==> src/rtl/instr_decoder_pipe_pkg.sv <==
// Shared constants for the pipelined instruction decoder: opcode map, MOVB range,
// bundle field widths and the assembly FSM states.
package instr_decoder_pipe_pkg;

   localparam int OPC_W = 8;
   localparam int ALU_W = 8;
   localparam int PC_W  = 2;

   // Base opcodes have bit 7 clear; setting bit 7 selects the two-word form.
   localparam logic [OPC_W-1:0] OPC_NOP     = 8'h00;
   localparam logic [OPC_W-1:0] OPC_ADD     = 8'h01;
   localparam logic [OPC_W-1:0] OPC_SUB     = 8'h02;
   localparam logic [OPC_W-1:0] OPC_AND     = 8'h03;
   localparam logic [OPC_W-1:0] OPC_OR      = 8'h04;
   localparam logic [OPC_W-1:0] OPC_XOR     = 8'h05;
   localparam logic [OPC_W-1:0] OPC_MOV     = 8'h06;
   localparam logic [OPC_W-1:0] OPC_LD      = 8'h10;
   localparam logic [OPC_W-1:0] OPC_ST      = 8'h11;
   localparam logic [OPC_W-1:0] OPC_LDI     = 8'h12;
   localparam logic [OPC_W-1:0] OPC_STI     = 8'h13;
   localparam logic [OPC_W-1:0] OPC_PUSH    = 8'h14;
   localparam logic [OPC_W-1:0] OPC_POP     = 8'h15;
   localparam logic [OPC_W-1:0] OPC_PUSHLR  = 8'h17;
   localparam logic [OPC_W-1:0] OPC_JMP     = 8'h20;
   localparam logic [OPC_W-1:0] OPC_SET     = 8'h22;
   localparam logic [OPC_W-1:0] OPC_CALL    = 8'h23;
   localparam logic [OPC_W-1:0] OPC_SPEC    = 8'h30;
   localparam logic [OPC_W-1:0] OPC_PUSHI   = 8'h94;
   localparam logic [OPC_W-1:0] OPC_JMPI    = 8'hA0;
   localparam logic [OPC_W-1:0] OPC_CALLI   = 8'hA3;
   localparam logic [OPC_W-1:0] OPC_MOVB_R0 = 8'hF0;
   localparam logic [OPC_W-1:0] OPC_MOVB_R7 = 8'hF7;

   typedef enum logic {
      S_OPC = 1'b0,
      S_IMM = 1'b1
   } state_e;

   function automatic logic is_movb(input logic [OPC_W-1:0] opc);
      return (opc >= OPC_MOVB_R0) && (opc <= OPC_MOVB_R7);
   endfunction

endpackage

==> src/rtl/instr_field_decode.sv <==
// Combinational instruction-word to control-field decoder, used both for one-word
// bundles and for the pending half of a two-word instruction.
module instr_field_decode
   import instr_decoder_pipe_pkg::*;
#(
   parameter int                   WORD_W    = 16,
   parameter int                   REG_SEL_W = 3,
   parameter int                   COND_W    = 4,
   parameter logic [REG_SEL_W-1:0] SP_SEL    = '1
) (
   input  logic [WORD_W-1:0]    word,
   output logic [ALU_W-1:0]     alu_control,
   output logic [REG_SEL_W-1:0] rd_sel,
   output logic [REG_SEL_W-1:0] rs_sel,
   output logic [WORD_W-1:0]    immediate,
   output logic                 en_immediate,
   output logic                 en_mem,
   output logic                 mem_byte,
   output logic                 mem_displacement,
   output logic                 lr_is_input,
   output logic [COND_W-1:0]    condition,
   output logic                 needs_imm
);

   logic [OPC_W-1:0] opc;
   logic             movb;
   logic             is_ldst;
   logic             is_stack;
   logic             is_disp;
   logic             is_cond;

   always_comb begin
      opc      = word[WORD_W-1:WORD_W-OPC_W];
      movb     = is_movb(opc);
      is_ldst  = (opc == OPC_ST) || (opc == OPC_LD) || (opc == OPC_LDI) || (opc == OPC_STI);
      is_stack = (opc == OPC_PUSH) || (opc == OPC_POP) || (opc == OPC_PUSHI) || (opc == OPC_PUSHLR);
      is_disp  = (opc == OPC_LDI) || (opc == OPC_STI);
      is_cond  = (opc == OPC_JMP) || (opc == OPC_JMPI) || (opc == OPC_SET) ||
                 (opc == OPC_CALL) || (opc == OPC_CALLI);

      alu_control      = {1'b0, opc[OPC_W-2:0]};
      rd_sel           = word[REG_SEL_W-1:0];
      rs_sel           = is_stack ? SP_SEL : word[REG_SEL_W+2:3];
      immediate        = '0;
      en_immediate     = opc[OPC_W-1];
      en_mem           = is_ldst || is_stack;
      mem_byte         = is_ldst ? word[7] : 1'b0;
      mem_displacement = is_disp ? word[6] : 1'b0;
      lr_is_input      = (opc == OPC_SPEC) || (opc == OPC_PUSHLR);
      condition        = is_cond ? word[COND_W+2:3] : '0;
      needs_imm        = opc[OPC_W-1] && !movb;

      // MOVB carries its byte immediate inline and encodes rD in the opcode itself.
      if (movb) begin
         alu_control  = OPC_MOV;
         rd_sel       = REG_SEL_W'(opc - OPC_MOVB_R0);
         immediate    = {{(WORD_W-8){1'b0}}, word[7:0]};
         en_immediate = 1'b1;
      end
   end

endmodule

==> src/rtl/instr_decoder_pipe.sv <==
// Handshaked instruction decoder: assembles one- and two-word instructions and
// emits one registered decoded bundle per instruction, with flush and backpressure.
module instr_decoder_pipe
   import instr_decoder_pipe_pkg::*;
#(
   parameter int                   WORD_W    = 16,
   parameter int                   REG_SEL_W = 3,
   parameter int                   COND_W    = 4,
   parameter logic [REG_SEL_W-1:0] SP_SEL    = '1
) (
   input  logic                 clk,
   input  logic                 rst,
   input  logic                 flush,
   input  logic                 in_valid,
   output logic                 in_ready,
   input  logic [WORD_W-1:0]    instr_word,
   output logic                 out_valid,
   input  logic                 out_ready,
   output logic [ALU_W-1:0]     alu_control,
   output logic [REG_SEL_W-1:0] rD_sel,
   output logic [REG_SEL_W-1:0] rS_sel,
   output logic [WORD_W-1:0]    immediate,
   output logic                 en_immediate,
   output logic                 two_word,
   output logic                 en_mem,
   output logic                 mem_byte,
   output logic                 mem_displacement,
   output logic                 lr_is_input,
   output logic [COND_W-1:0]    condition,
   output logic [PC_W-1:0]      pc_words,
   output state_e               state_dbg
);

   typedef struct packed {
      logic [ALU_W-1:0]     alu_control;
      logic [REG_SEL_W-1:0] rd_sel;
      logic [REG_SEL_W-1:0] rs_sel;
      logic                 en_immediate;
      logic                 en_mem;
      logic                 mem_byte;
      logic                 mem_displacement;
      logic                 lr_is_input;
      logic [COND_W-1:0]    condition;
   } fields_t;

   typedef struct packed {
      fields_t             f;
      logic [WORD_W-1:0]   immediate;
      logic                two_word;
      logic [PC_W-1:0]     pc_words;
   } bundle_t;

   // Handshake: a word transfers on in_valid && in_ready; a bundle retires on
   // out_valid && out_ready. in_ready = !flush && (!out_valid || out_ready).
   state_e            state_q, state_d;
   logic              out_valid_q, out_valid_d;
   bundle_t           bundle_q, bundle_d;
   fields_t           pend_q, pend_d;
   fields_t           dec_f;
   logic [WORD_W-1:0] dec_imm;
   logic              dec_needs_imm;
   logic              xfer;

   instr_field_decode #(
      .WORD_W    (WORD_W),
      .REG_SEL_W (REG_SEL_W),
      .COND_W    (COND_W),
      .SP_SEL    (SP_SEL)
   ) u_field_decode (
      .word             (instr_word),
      .alu_control      (dec_f.alu_control),
      .rd_sel           (dec_f.rd_sel),
      .rs_sel           (dec_f.rs_sel),
      .immediate        (dec_imm),
      .en_immediate     (dec_f.en_immediate),
      .en_mem           (dec_f.en_mem),
      .mem_byte         (dec_f.mem_byte),
      .mem_displacement (dec_f.mem_displacement),
      .lr_is_input      (dec_f.lr_is_input),
      .condition        (dec_f.condition),
      .needs_imm        (dec_needs_imm)
   );

   assign in_ready = !flush && (!out_valid_q || out_ready);
   assign xfer     = in_valid && in_ready;

   always_comb begin
      state_d     = state_q;
      out_valid_d = out_valid_q && !out_ready;
      bundle_d    = bundle_q;
      pend_d      = pend_q;

      if (flush) begin
         state_d     = S_OPC;
         out_valid_d = 1'b0;
      end else if (xfer) begin
         case (state_q)
            S_OPC: begin
               if (dec_needs_imm) begin
                  pend_d  = dec_f;
                  state_d = S_IMM;
               end else begin
                  bundle_d.f         = dec_f;
                  bundle_d.immediate = dec_imm;
                  bundle_d.two_word  = 1'b0;
                  bundle_d.pc_words  = PC_W'(1);
                  out_valid_d        = 1'b1;
               end
            end
            S_IMM: begin
               bundle_d.f         = pend_q;
               bundle_d.immediate = instr_word;
               bundle_d.two_word  = 1'b1;
               bundle_d.pc_words  = PC_W'(2);
               out_valid_d        = 1'b1;
               state_d            = S_OPC;
            end
            default: state_d = S_OPC;
         endcase
      end
   end

   always_ff @(posedge clk) begin
      if (rst) begin
         state_q     <= S_OPC;
         out_valid_q <= 1'b0;
         bundle_q    <= '0;
         pend_q      <= '0;
      end else begin
         state_q     <= state_d;
         out_valid_q <= out_valid_d;
         bundle_q    <= bundle_d;
         pend_q      <= pend_d;
      end
   end

   assign out_valid        = out_valid_q;
   assign alu_control      = bundle_q.f.alu_control;
   assign rD_sel           = bundle_q.f.rd_sel;
   assign rS_sel           = bundle_q.f.rs_sel;
   assign immediate        = bundle_q.immediate;
   assign en_immediate     = bundle_q.f.en_immediate;
   assign two_word         = bundle_q.two_word;
   assign en_mem           = bundle_q.f.en_mem;
   assign mem_byte         = bundle_q.f.mem_byte;
   assign mem_displacement = bundle_q.f.mem_displacement;
   assign lr_is_input      = bundle_q.f.lr_is_input;
   assign condition        = bundle_q.f.condition;
   assign pc_words         = bundle_q.pc_words;
   assign state_dbg        = state_q;

endmodule
==> config.mk <==
export PLATFORM = sky130hd
export DESIGN_NAME = instr_decoder_pipe
export DESIGN_NICKNAME = d
export VERILOG_FILES = /design/src/rtl/instr_decoder_pipe_pkg.sv /design/src/rtl/instr_field_decode.sv /design/src/rtl/instr_decoder_pipe.sv
export SDC_FILE = /design/constraint.sdc
export NUM_CORES = 1
export LEC_CHECK = 0
export CAP_MARGIN = 30
export CORE_ASPECT_RATIO = 1.5
export CORE_MARGIN = 2
export CORE_UTILIZATION = 52
export CTS_CLUSTER_SIZE = 14
export DETAILED_ROUTE_END_ITERATION = 8
export GPL_TIMING_DRIVEN = 0
export PLACE_DENSITY = 0.87
export SETUP_SLACK_MARGIN = 0.5
export SLEW_MARGIN = 20
export SYNTH_ARGS = -nofsm -noshare
export SYNTH_HDL_FRONTEND = slang
export SYNTH_HIERARCHICAL = 1
export SYNTH_SLANG_ARGS = --single-unit
==> constraint.sdc <==
create_clock -name clk -period 6.8 [get_ports clk]
set_input_delay 1.7 -clock clk [delete_from_list [all_inputs] [get_ports clk]]
set_output_delay 1.7 -clock clk [all_outputs]
set_load 0.005 [all_outputs]
==> impl_results.md, run 1 <==
- Outcome: finished, final reports clean
- Clock Latency Late Sink: 350 ps
- CP startpoint: out_ready
- Worst r2r src: state_dbg$_SDFFE_PP0P_
- Leading register cell type out of synthesis: dfxtp_1
- Synth Register Bits: 66
- Share of the clock period used by the worst path: 75.0%
- Grt ovf: 0
- Ant. Diodes: 0
- Routability Congestion: 0.881
- Comb power frac: 16.1%
- Final ANT Viol Nets: 0
- CTS tree: built
- Synth cell types: 38
- DRC Markers: 0
- HPWL after DPL: 6.64 mm
- Avg Cell Area, Syn: 8.76 sq um
- Synth async-reset ratio: 0%
- Share of the synthesized area in the top cell type: 37.2%
- Crit end category: primary output
- Vias in the first global route: 3147
- Vias: 3218
- Final Hold Fails: 0
- Final core occ: 68.5%
- Max Fanout on Critical Path: 10
- H-tree Lvls: 3
- Switching fraction of total power: 26.2%
- Startpoint Class: input port
- Fin Setup TNS: 0 ps
- Worst hold stages: 2
- Cell Rows: 36
- Die area: 7530 sq um
- Worst slew pin tran: 518 ps
- Clock slew at reported path FFs: 70 ps
- Total CTS buffers: 9
- Clock Tree Buf Depth: 2
- Slowest cell on the critical path: clkdlybuf4s50_1
- Die width: 71.5 um
- WP data required: 5100 ps
- PD cells: 191 nW/um^2
- Critical R2R Capture: alu_control[5]$_SDFFE_PP0P_
- Seq/Total Area, Yosys: 37.2%
- PortBufs: 64
- Max-slew violations: 0
- CP dominant cell by count: clkdlybuf4s50_1
- Via-to-Cell Ratio: 5.65
- Post-Layout Cell Count: 570
- Final WL: 9.27 mm
- Area grow syn2layout: 26.7%
- Initial antenna violation count: 0
- Post-synth top cells: 66 x dfxtp_1, 47 x nand2_1, 41 x inv_1
- Critical Path Max Stage Delay: 460 ps
- WS Path Type: input port to primary output
- Clock Skew: 5.79 ps
- Die height: 105 um
- Count leader, synth: dfxtp_1
- Top achievable clock speed: 0.196 GHz
- DP Cell Count: 554
- Setup bufs post-CTS: 0
- CTS Hold Bufs: 0
- Total track usage: 25.2%
- Clock power frac: 36.1%
- Arr. time, crit path: 3400 ps
- NumNets Final: 510
- Post-route standard cell area excluding fillers: 4500 sq um
- Post-synthesis instance total: 406
- First-pass GRT wire length: 14.9 mm
- Placed Area: 4320 sq um
- Power share of the sequential group: 47.8%
- Drt first pass iters: 5
- Power, Total: 862 uW
- Top Family by Delay on Critical Path: buffers and inverters
- Endpoints failing setup: 0
- Routed length per instance: 16.3 um
- Clock sinks: 66
- Worst vdd ir: 0.156 mV
- Layout cells sized above 1: 16.2%
- Worst-path cell chain: clkdlybuf4s50_1 > nor2b_1 > buf_2 > buf_1 > nor2_1 > clkdlybuf4s50_1
- Root buffer cell: clkbuf_8
- Net switching power: 226 uW
- R2R cell count: 5
- Ys Warns: 6
- PostCTS Resize Cnt: 0
- Initial Utilization: 54.1%
- Core area: 6580 sq um
- Levels on crit path: 6
- Max-cap violations: 0
- Post-synth EDFFs: 0
- Unrepaired setup endpoints after global routing: false
- Largest net degree at the start of global routing: 11
- Static Leak: 0.00161 uW
- Min-Delay Path Class: register to register
- Flop2flop setup slack: 5020 ps
- # IOs: 66
- Starting DRT DRC Count: 188
- Crit path to: in_ready
- Largest area contributor in the netlist: dfxtp_1
- Synth area leaders: dfxtp_1 37%, mux2_2 12%, a211oi_1 8.2%
- Int Power: 636 uW
- Headroom to the max-slew limit: 65.4%
- Mapped cell area: 3560 sq um
- Crit path buf inv count: 4
- Crit path time final: 5100 ps
[final cells by class]
class / instances / area (sq um)
repair buffers: 64 / 641
clock inverters: 2 / 10.0
flip-flops and latches: 66 / 1320
multi-input cells: 257 / 1840
clock buffers: 14 / 173
plain buffers: 50 / 268
fillers: 535 / 2070
well taps: 76 / 95.1
inverters: 41 / 154
[routing by layer]
metal / global-route usage (%) / wire [um] / vias to the layer above
met5: 0 / 0 / -
met4: 15.4 / 376 / 0
met1: 29.4 / 3740 / 1528
li1: - / - / 1558
met3: 3.25 / 499 / 30
met2: 42.8 / 4660 / 102
[power groups by stage]
stage                     Sequential, uW  Combinational, uW  Clock, uW
final                                412                139        311
after global routing                 414                150        326
after CTS                            412                138        312
after detailed placement             421                136          0
after global placement               420                134          0
after floorplan                      421               73.2          0
[flip-flops by register name, summed over array words and instances (netlist names)]
register and cells:
state_dbg 1, immediate 16, rS_sel 3, en_immediate 1
mem_displacement 1, en_mem 1, lr_is_input 1, condition 4
two_word 1, out_valid 1, rD_sel 3, mem_byte 1
alu_control 8, pc_words 1, pend_q 23
[worst min-delay path, stage by stage (launching register included)]
cell and delay, ps:
dfxtp_1 310, nand2_1 50, mux2i_1 50
[metrics by stage]
stage	hold slack [ps]	worst slack, ps
2_1_floorplan	431	2750
3_3_place_gp	438	1730
3_5_place_dp	444	1700
4_1_cts	461	1690
5_1_grt	477	1560
6_report	458	1700
[layout by cell type, fill, tap and decap left out, types with 2 or more instances in the layout]
cell type	count
dfxtp_1	66
clkdlybuf4s50_1	64
nand2_1	47
inv_1	41
nor4_1	40
mux2_2	39
a211oi_1	39
clkbuf_1	28
mux2i_1	23
and2_1	18
buf_4	13
clkbuf_8	12
conb_1	9
buf_2	7
nand2b_1	7
nor2b_1	5
nor2_1	5
buf_6	3
o21a_1	3
mux2_1	3
clkinv_2	2
[worst min-delay path by stage]
stage | start | to | slack (ps)
final | pend_q[16]$_SDFFE_PP0P_ | pend_q[16]$_SDFFE_PP0P_ | 460
after global routing | immediate[6]$_SDFFE_PP0P_ | immediate[6]$_SDFFE_PP0P_ | 480
after CTS | en_mem$_SDFFE_PP0P_ | en_mem$_SDFFE_PP0P_ | 460
after detailed placement | alu_control[1]$_SDFFE_PP0P_ | alu_control[1]$_SDFFE_PP0P_ | 440
after global placement | pend_q[3]$_SDFFE_PP0P_ | pend_q[3]$_SDFFE_PP0P_ | 440
after floorplan | pend_q[0]$_SDFFE_PP0P_ | pend_q[0]$_SDFFE_PP0P_ | 430
[cells by family (layout without fill, tap and decap cells)]
kind of cell           after synthesis  count (layout)  share of synthesized area [%]
flip-flops                          66              66                           37.2
buffers and inverters               91             171                           11.9
multiplexers                        65              65                           19.8
AND/OR/NAND/NOR                    137             137                           21.4
AO/OA/AOI/OAI                       46              46                           9.71
other                                1               9                          0.105
Power figures use the tool's default switching activity.
==> run 2: changes to the inputs <==
- CORE_UTILIZATION: 52 -> 47
- PLACE_DENSITY: 0.87 -> 0.83
- clock period: 6.8 -> 4.33 ns (I/O delays scaled with it)
==> run 2 against run 1 <==
Against the previous run:
- sequential share of layout area fell by 0.37 points
- cell count rose by 4.0%
- highest routed layer unchanged
- combinational power rose by 57%
- non-clock buffer count did not move
- first-iteration DRC count rose by 34%
- die area rose by 10%
- cell area rose by 1.3%
- wire length fell by 0.74%
- count of clock-buffer cells in the layout fell by 1
- sequential cell count did not move
==> impl_results.md, run 2 (synthesized netlist as in run 1, its figures left out) <==
- Arr. time, crit path: 2610 ps (was 3400 ps)
- Max-slew violations: 0 (unchanged)
- Ant. Diodes: 0 (unchanged)
- Final WL: 9.20 mm (was 9.27 mm)
- Drt first pass iters: 4 (was 5)
- Routed length per instance: 15.5 um (was 16.3 um)
- Worst hold stages: 2 (unchanged)
- Unrepaired setup endpoints after global routing: false (unchanged)
- WP data required: 3250 ps (was 5100 ps)
- Max Fanout on Critical Path: 10 (unchanged)
- Total track usage: 23.5% (was 25.2%)
- Area grow syn2layout: 28.3% (was 26.7%)
- Worst vdd ir: 0.238 mV (was 0.156 mV)
- R2R cell count: 5 (unchanged)
- Vias in the first global route: 3146 (was 3147)
- DP Cell Count: 578 (was 554)
- Die width: 75.0 um (was 71.5 um)
- CTS tree: built (unchanged)
- Root buffer cell: clkbuf_8 (unchanged)
- Placed Area: 4350 sq um (was 4320 sq um)
- # IOs: 66 (unchanged)
- Vias: 3208 (was 3218)
- Fin Setup TNS: 0 ps (unchanged)
- Outcome: finished, final reports clean (unchanged)
- Static Leak: 0.00163 uW (was 0.00161 uW)
- Starting DRT DRC Count: 252 (was 188)
- PortBufs: 64 (unchanged)
- Via-to-Cell Ratio: 5.41 (was 5.65)
- Crit end category: primary output (unchanged)
- Initial antenna violation count: 0 (unchanged)
- Clock Latency Late Sink: 360 ps (was 350 ps)
- Startpoint Class: input port (unchanged)
- Routability Congestion: 0.936 (was 0.881)
- First-pass GRT wire length: 15.2 mm (was 14.9 mm)
- Setup bufs post-CTS: 0 (unchanged)
- Clock Tree Buf Depth: 2 (unchanged)
- Endpoints failing setup: 0 (unchanged)
- Largest net degree at the start of global routing: 11 (unchanged)
- DRC Markers: 0 (unchanged)
- Min-Delay Path Class: register to register (unchanged)
- Headroom to the max-slew limit: 66.2% (was 65.4%)
- HPWL after DPL: 6.72 mm (was 6.64 mm)
- Clock slew at reported path FFs: 70 ps (about the same)
- Clock Skew: 8.09 ps (was 5.79 ps)
- Commonest non-fill, non-tap cell in the layout: dfxtp_1 (unchanged)
- NumNets Final: 510 (unchanged)
- Max reg flops: 23 (unchanged)
- Post-route standard cell area excluding fillers: 4560 sq um (was 4500 sq um)
- Share of the clock period used by the worst path: 85.3%
- Register Area: 1320 sq um (unchanged)
- Initial Utilization: 48.9% (was 54.1%)
- Worst slew pin tran: 507 ps (was 518 ps)
- Total CTS buffers: 9 (unchanged)
- Max-cap violations: 0 (unchanged)
- Clock sinks: 66 (unchanged)
- Area of the multi-input gates: 1840 sq um (unchanged)
- Most frequent cells in the layout: 66 x dfxtp_1, 64 x clkdlybuf4s50_1, 47 x nand2_1, 41 x inv_1, 40 x nor4_1 (unchanged)
- Die height: 111 um (was 105 um)
- H-tree Lvls: 3 (unchanged)
- Final ANT Viol Nets: 0 (unchanged)
- Final core occ: 62.7% (was 68.5%)
- Crit path time final: 3690 ps
- Die area: 8290 sq um (was 7530 sq um)
- Layout cells sized above 1: 16.4% (was 16.2%)
- WS Path Type: input port to primary output (unchanged)
- Cell Rows: 38 (was 36)
- Post-Layout Cell Count: 593 (was 570)
- Final Hold Fails: 0 (unchanged)
- Grt ovf: 0 (unchanged)
- Power, Total: 1410 uW (was 862 uW)
- PD cells: 309 nW/um^2 (was 191 nW/um^2)
- Core area: 7270 sq um (was 6580 sq um)
- Fill cells: 606 (was 535)
- Largest reg by FF count: pend_q (unchanged)
- Top achievable clock speed: 0.271 GHz
==> run 2: final cells by class <==
cell class / count / share of cell area [%]
buffer: 50 / 6.01
clock buffer: 13 / 3.70
clock inverter: 2 / 0.768
inverter: 41 / 3.37
multi-input combinational: 257 / 40.4
sequential: 66 / 29.0
tap: 100 / 2.74
timing repair buffer: 64 / 14.0
==> run 2: critical path, cell delays in order <==
cell             delay [ps]
clkdlybuf4s50_1         400
nor2b_1                 170
clkbuf_4                240
clkbuf_4                210
nor2_1                   50
clkdlybuf4s50_1         440
==> run 2: worst paths after layout <==
path                             startpoint                        end  slack (ps)
setup / recovery                  out_ready                   in_ready         640
hold / removal    en_immediate$_SDFFE_PP0P_  en_immediate$_SDFFE_PP0P_         460
setup reg to reg     state_dbg$_SDFFE_PP0P_  immediate[0]$_SDFFE_PP0P_        2480
hold reg to reg   en_immediate$_SDFFE_PP0P_  en_immediate$_SDFFE_PP0P_         460
==> run 2: where the power goes <==
part           switching (uW)  leakage [uW]  internal [uW]
clock                     237      0.000106            309
sequential               12.8      0.000538            634
combinational             106      0.000983            112
total                     355       0.00163           1060
==> run 2: timing repair <==
action,4_1_cts,5_1_grt
hold buffers,0,0
resized for setup,1,2
endpoints found under the setup margin,1,1
==> run 2: metrics by stage <==
stage | hold slack, ps | setup slack [ps]
after global placement | 438 | 503
after floorplan | 431 | 1420
final | 457 | 639
after detailed placement | 446 | 490
after CTS | 459 | 610
after global routing | 475 | 524
==> run 2: metal layers <==
layer	global-route usage (%)	up-vias	wire (um)
li1	-	1556	-
met5	0	-	0
met4	14.9	0	436
met2	38.0	105	4560
met3	3.92	38	425
met1	27.8	1509	3780
==> RTL edit: new RTL, settings of run 2 <==
Set the package constant `PC_W` to 3 (it was 2).
--- a/src/rtl/instr_decoder_pipe_pkg.sv
+++ b/src/rtl/instr_decoder_pipe_pkg.sv
@@ -4,7 +4,7 @@
 
    localparam int OPC_W = 8;
    localparam int ALU_W = 8;
-   localparam int PC_W  = 2;
+   localparam int PC_W  = 3;
 
    // Base opcodes have bit 7 clear; setting bit 7 selects the two-word form.
    localparam logic [OPC_W-1:0] OPC_NOP     = 8'h00;
Interface: changed (resized pc_words); port bits go from 66 to 67. The function was not compared with the original's and may differ.
==> RTL edit against run 2 <==
Largest cell class unchanged; sequential cell count unchanged; count of clock-buffer cells in the layout is 2 lower; first-iteration DRC count shrank 11%; worst setup slack improved by 0.014 ns; clock skew decreased by 0.0025 ns; routed wire length rose by 2.4%; worst hold slack gained 0.0026 ns; largest power group is now the clock network; power rose by 15%; final area grew 9.5%; non-clock buffer count grew 1; synthesized area up 8.9%; synthesized cell count is 0.25% higher.
==> RTL edit: results (changes against run 2) <==
\begin{tabular}{lr}
\hline
Metric & Value \\
\hline
\multicolumn{2}{l}{\textbf{Route}} \\
\quad Met2 wire len & 4980 µm (+9.2\%) \\
\quad Initial detailed-routing violation count & 224 (-11\%) \\
\quad Wire length the detailed router placed on met1 & 3930 µm (+3.8\%) \\
\quad Routed length on met3 & 272 µm (-36\%) \\
\quad Per-cell via count in the routed design & 5.28 (-2.4\%) \\
\quad Post-detailed-routing wire length & 9420 µm (+2.4\%) \\
\multicolumn{2}{l}{\textbf{CTS}} \\
\quad Clock edge transition at the registers on the reported setup and hold paths & 0.05 ns (-0.02 ns) \\
\quad Root Buffer & clkbuf\_16 \\
\multicolumn{2}{l}{\textbf{Critical path}} \\
\quad Max incr delay on CP & 0.50 ns (+0.06 ns) \\
\multicolumn{2}{l}{\textbf{Global route}} \\
\quad First-pass GRT wire length & 15700 µm (+3.9\%) \\
\quad Met1 layer usage reported by global route & 0.251 (-0.0273) \\
\quad Overall Global Routing Usage & 0.221 (-0.0139) \\
\quad Global-route met2 utilization & 0.402 (+0.0216) \\
\quad Global-route track usage on met3 & 0.0235 (-0.0157) \\
\quad Maximum number of pins on one net before global-route repair & 12 (+1) \\
\multicolumn{2}{l}{\textbf{Logic synthesis}} \\
\quad Leading post-synthesis cells by cell area & dfxtp\_1 34\%, a211oi\_2 13\%, mux2\_2 11\% \\
\quad Post-synthesis mux area share & 0.182 (-0.0162) \\
\quad Top post-synthesis cells by count & 66 x dfxtp\_1, 54 x nand2b\_1, 40 x inv\_1, 40 x nor4\_1 \\
\multicolumn{2}{l}{\textbf{Outcome}} \\
\quad Status & finished, final reports clean \\
\multicolumn{2}{l}{\textbf{Finish}} \\
\quad Number of fillers in the final layout & 698 (+15\%) \\
\quad Fin nets & 512 (+0.39\%) \\
\quad Filler-free cell count of the finished design & 601 (+1.3\%) \\
\multicolumn{2}{l}{\textbf{Pwr}} \\
\quad VDD IR-drop max & 0.000213 V (-11\%) \\
\multicolumn{2}{l}{\textbf{Placement}} \\
\quad RD Place Congestion & 0.910 (-2.9\%) \\
\quad Total placed cells including tap cells & 585 (+1.2\%) \\
\quad Standard cell area after detailed placement & 4690 µm² (+7.7\%) \\
\quad Total of buffers placed on input and output ports & 65 (+1.6\%) \\
\quad Detailed Place HPWL & 6990 µm (+4.1\%) \\
\multicolumn{2}{l}{\textbf{Timing}} \\
\quad Slew at the pin closest to its max-slew limit & 0.676 ns (+0.169 ns) \\
\quad Skew final & 0.00556 ns (-0.00252 ns) \\
\hline
\end{tabular}
-- RTL edit: cell count changes in the layout (fill, tap and decap cells not counted), moves of 2 or more --
cell	delta
a211oi_2	+39
nand2_1	-46
nand2b_1	+47
clkbuf_16	+9
a211oi_1	-39
clkbuf_1	-7
clkinv_2	+2
buf_2	+3
clkbuf_4	-2
a21boi_0	+2
o21a_1	-2
clkbuf_8	-10
clkbuf_2	+3
-- RTL edit: worst paths after layout --
check,to,slack [ns],startpoint
setup / recovery,in_ready,0.65,out_ready
hold / removal,lr_is_input$_SDFFE_PP0P_,0.46,lr_is_input$_SDFFE_PP0P_
setup reg to reg,alu_control[2]$_SDFFE_PP0P_,2.47,state_dbg$_SDFFE_PP0P_
hold reg to reg,lr_is_input$_SDFFE_PP0P_,0.46,lr_is_input$_SDFFE_PP0P_
-- RTL edit: tightest hold or removal path, delay by kind of cell, from the launching register on --
kind                   cells  cell delay [ns]
flip-flops                 1             0.30
buffers and inverters      1             0.06
AO/OA/AOI/OAI              1             0.05
-- RTL edit: metrics by stage --
stage / utilization / total power, µW
after CTS: 0.623 / 1630
after floorplan: - / 800
final: 0.624 / 1630
after global routing: 0.624 / 1690
after detailed placement: 0.585 / 901
after global placement: 0.585 / 895
-- RTL edit: cell type report --
type	instances	area share
Timing Repair Buffer	65	0.130
Clock buffer	11	0.0506
Sequential cell	66	0.265
Inverter	40	0.0301
Tap cell	105	0.0263
Clock inverter	5	0.0105
Multi-Input combinational cell	259	0.431
Buffer	50	0.0564
-- RTL edit: power breakdown --
part | switching [µW] | total (µW) | leakage [µW] | internal, µW
Sequential | 13.4 | 648 | 0.000538 | 635
Clock | 265 | 738 | 0.000151 | 473
Combinational | 115 | 242 | 0.00106 | 127
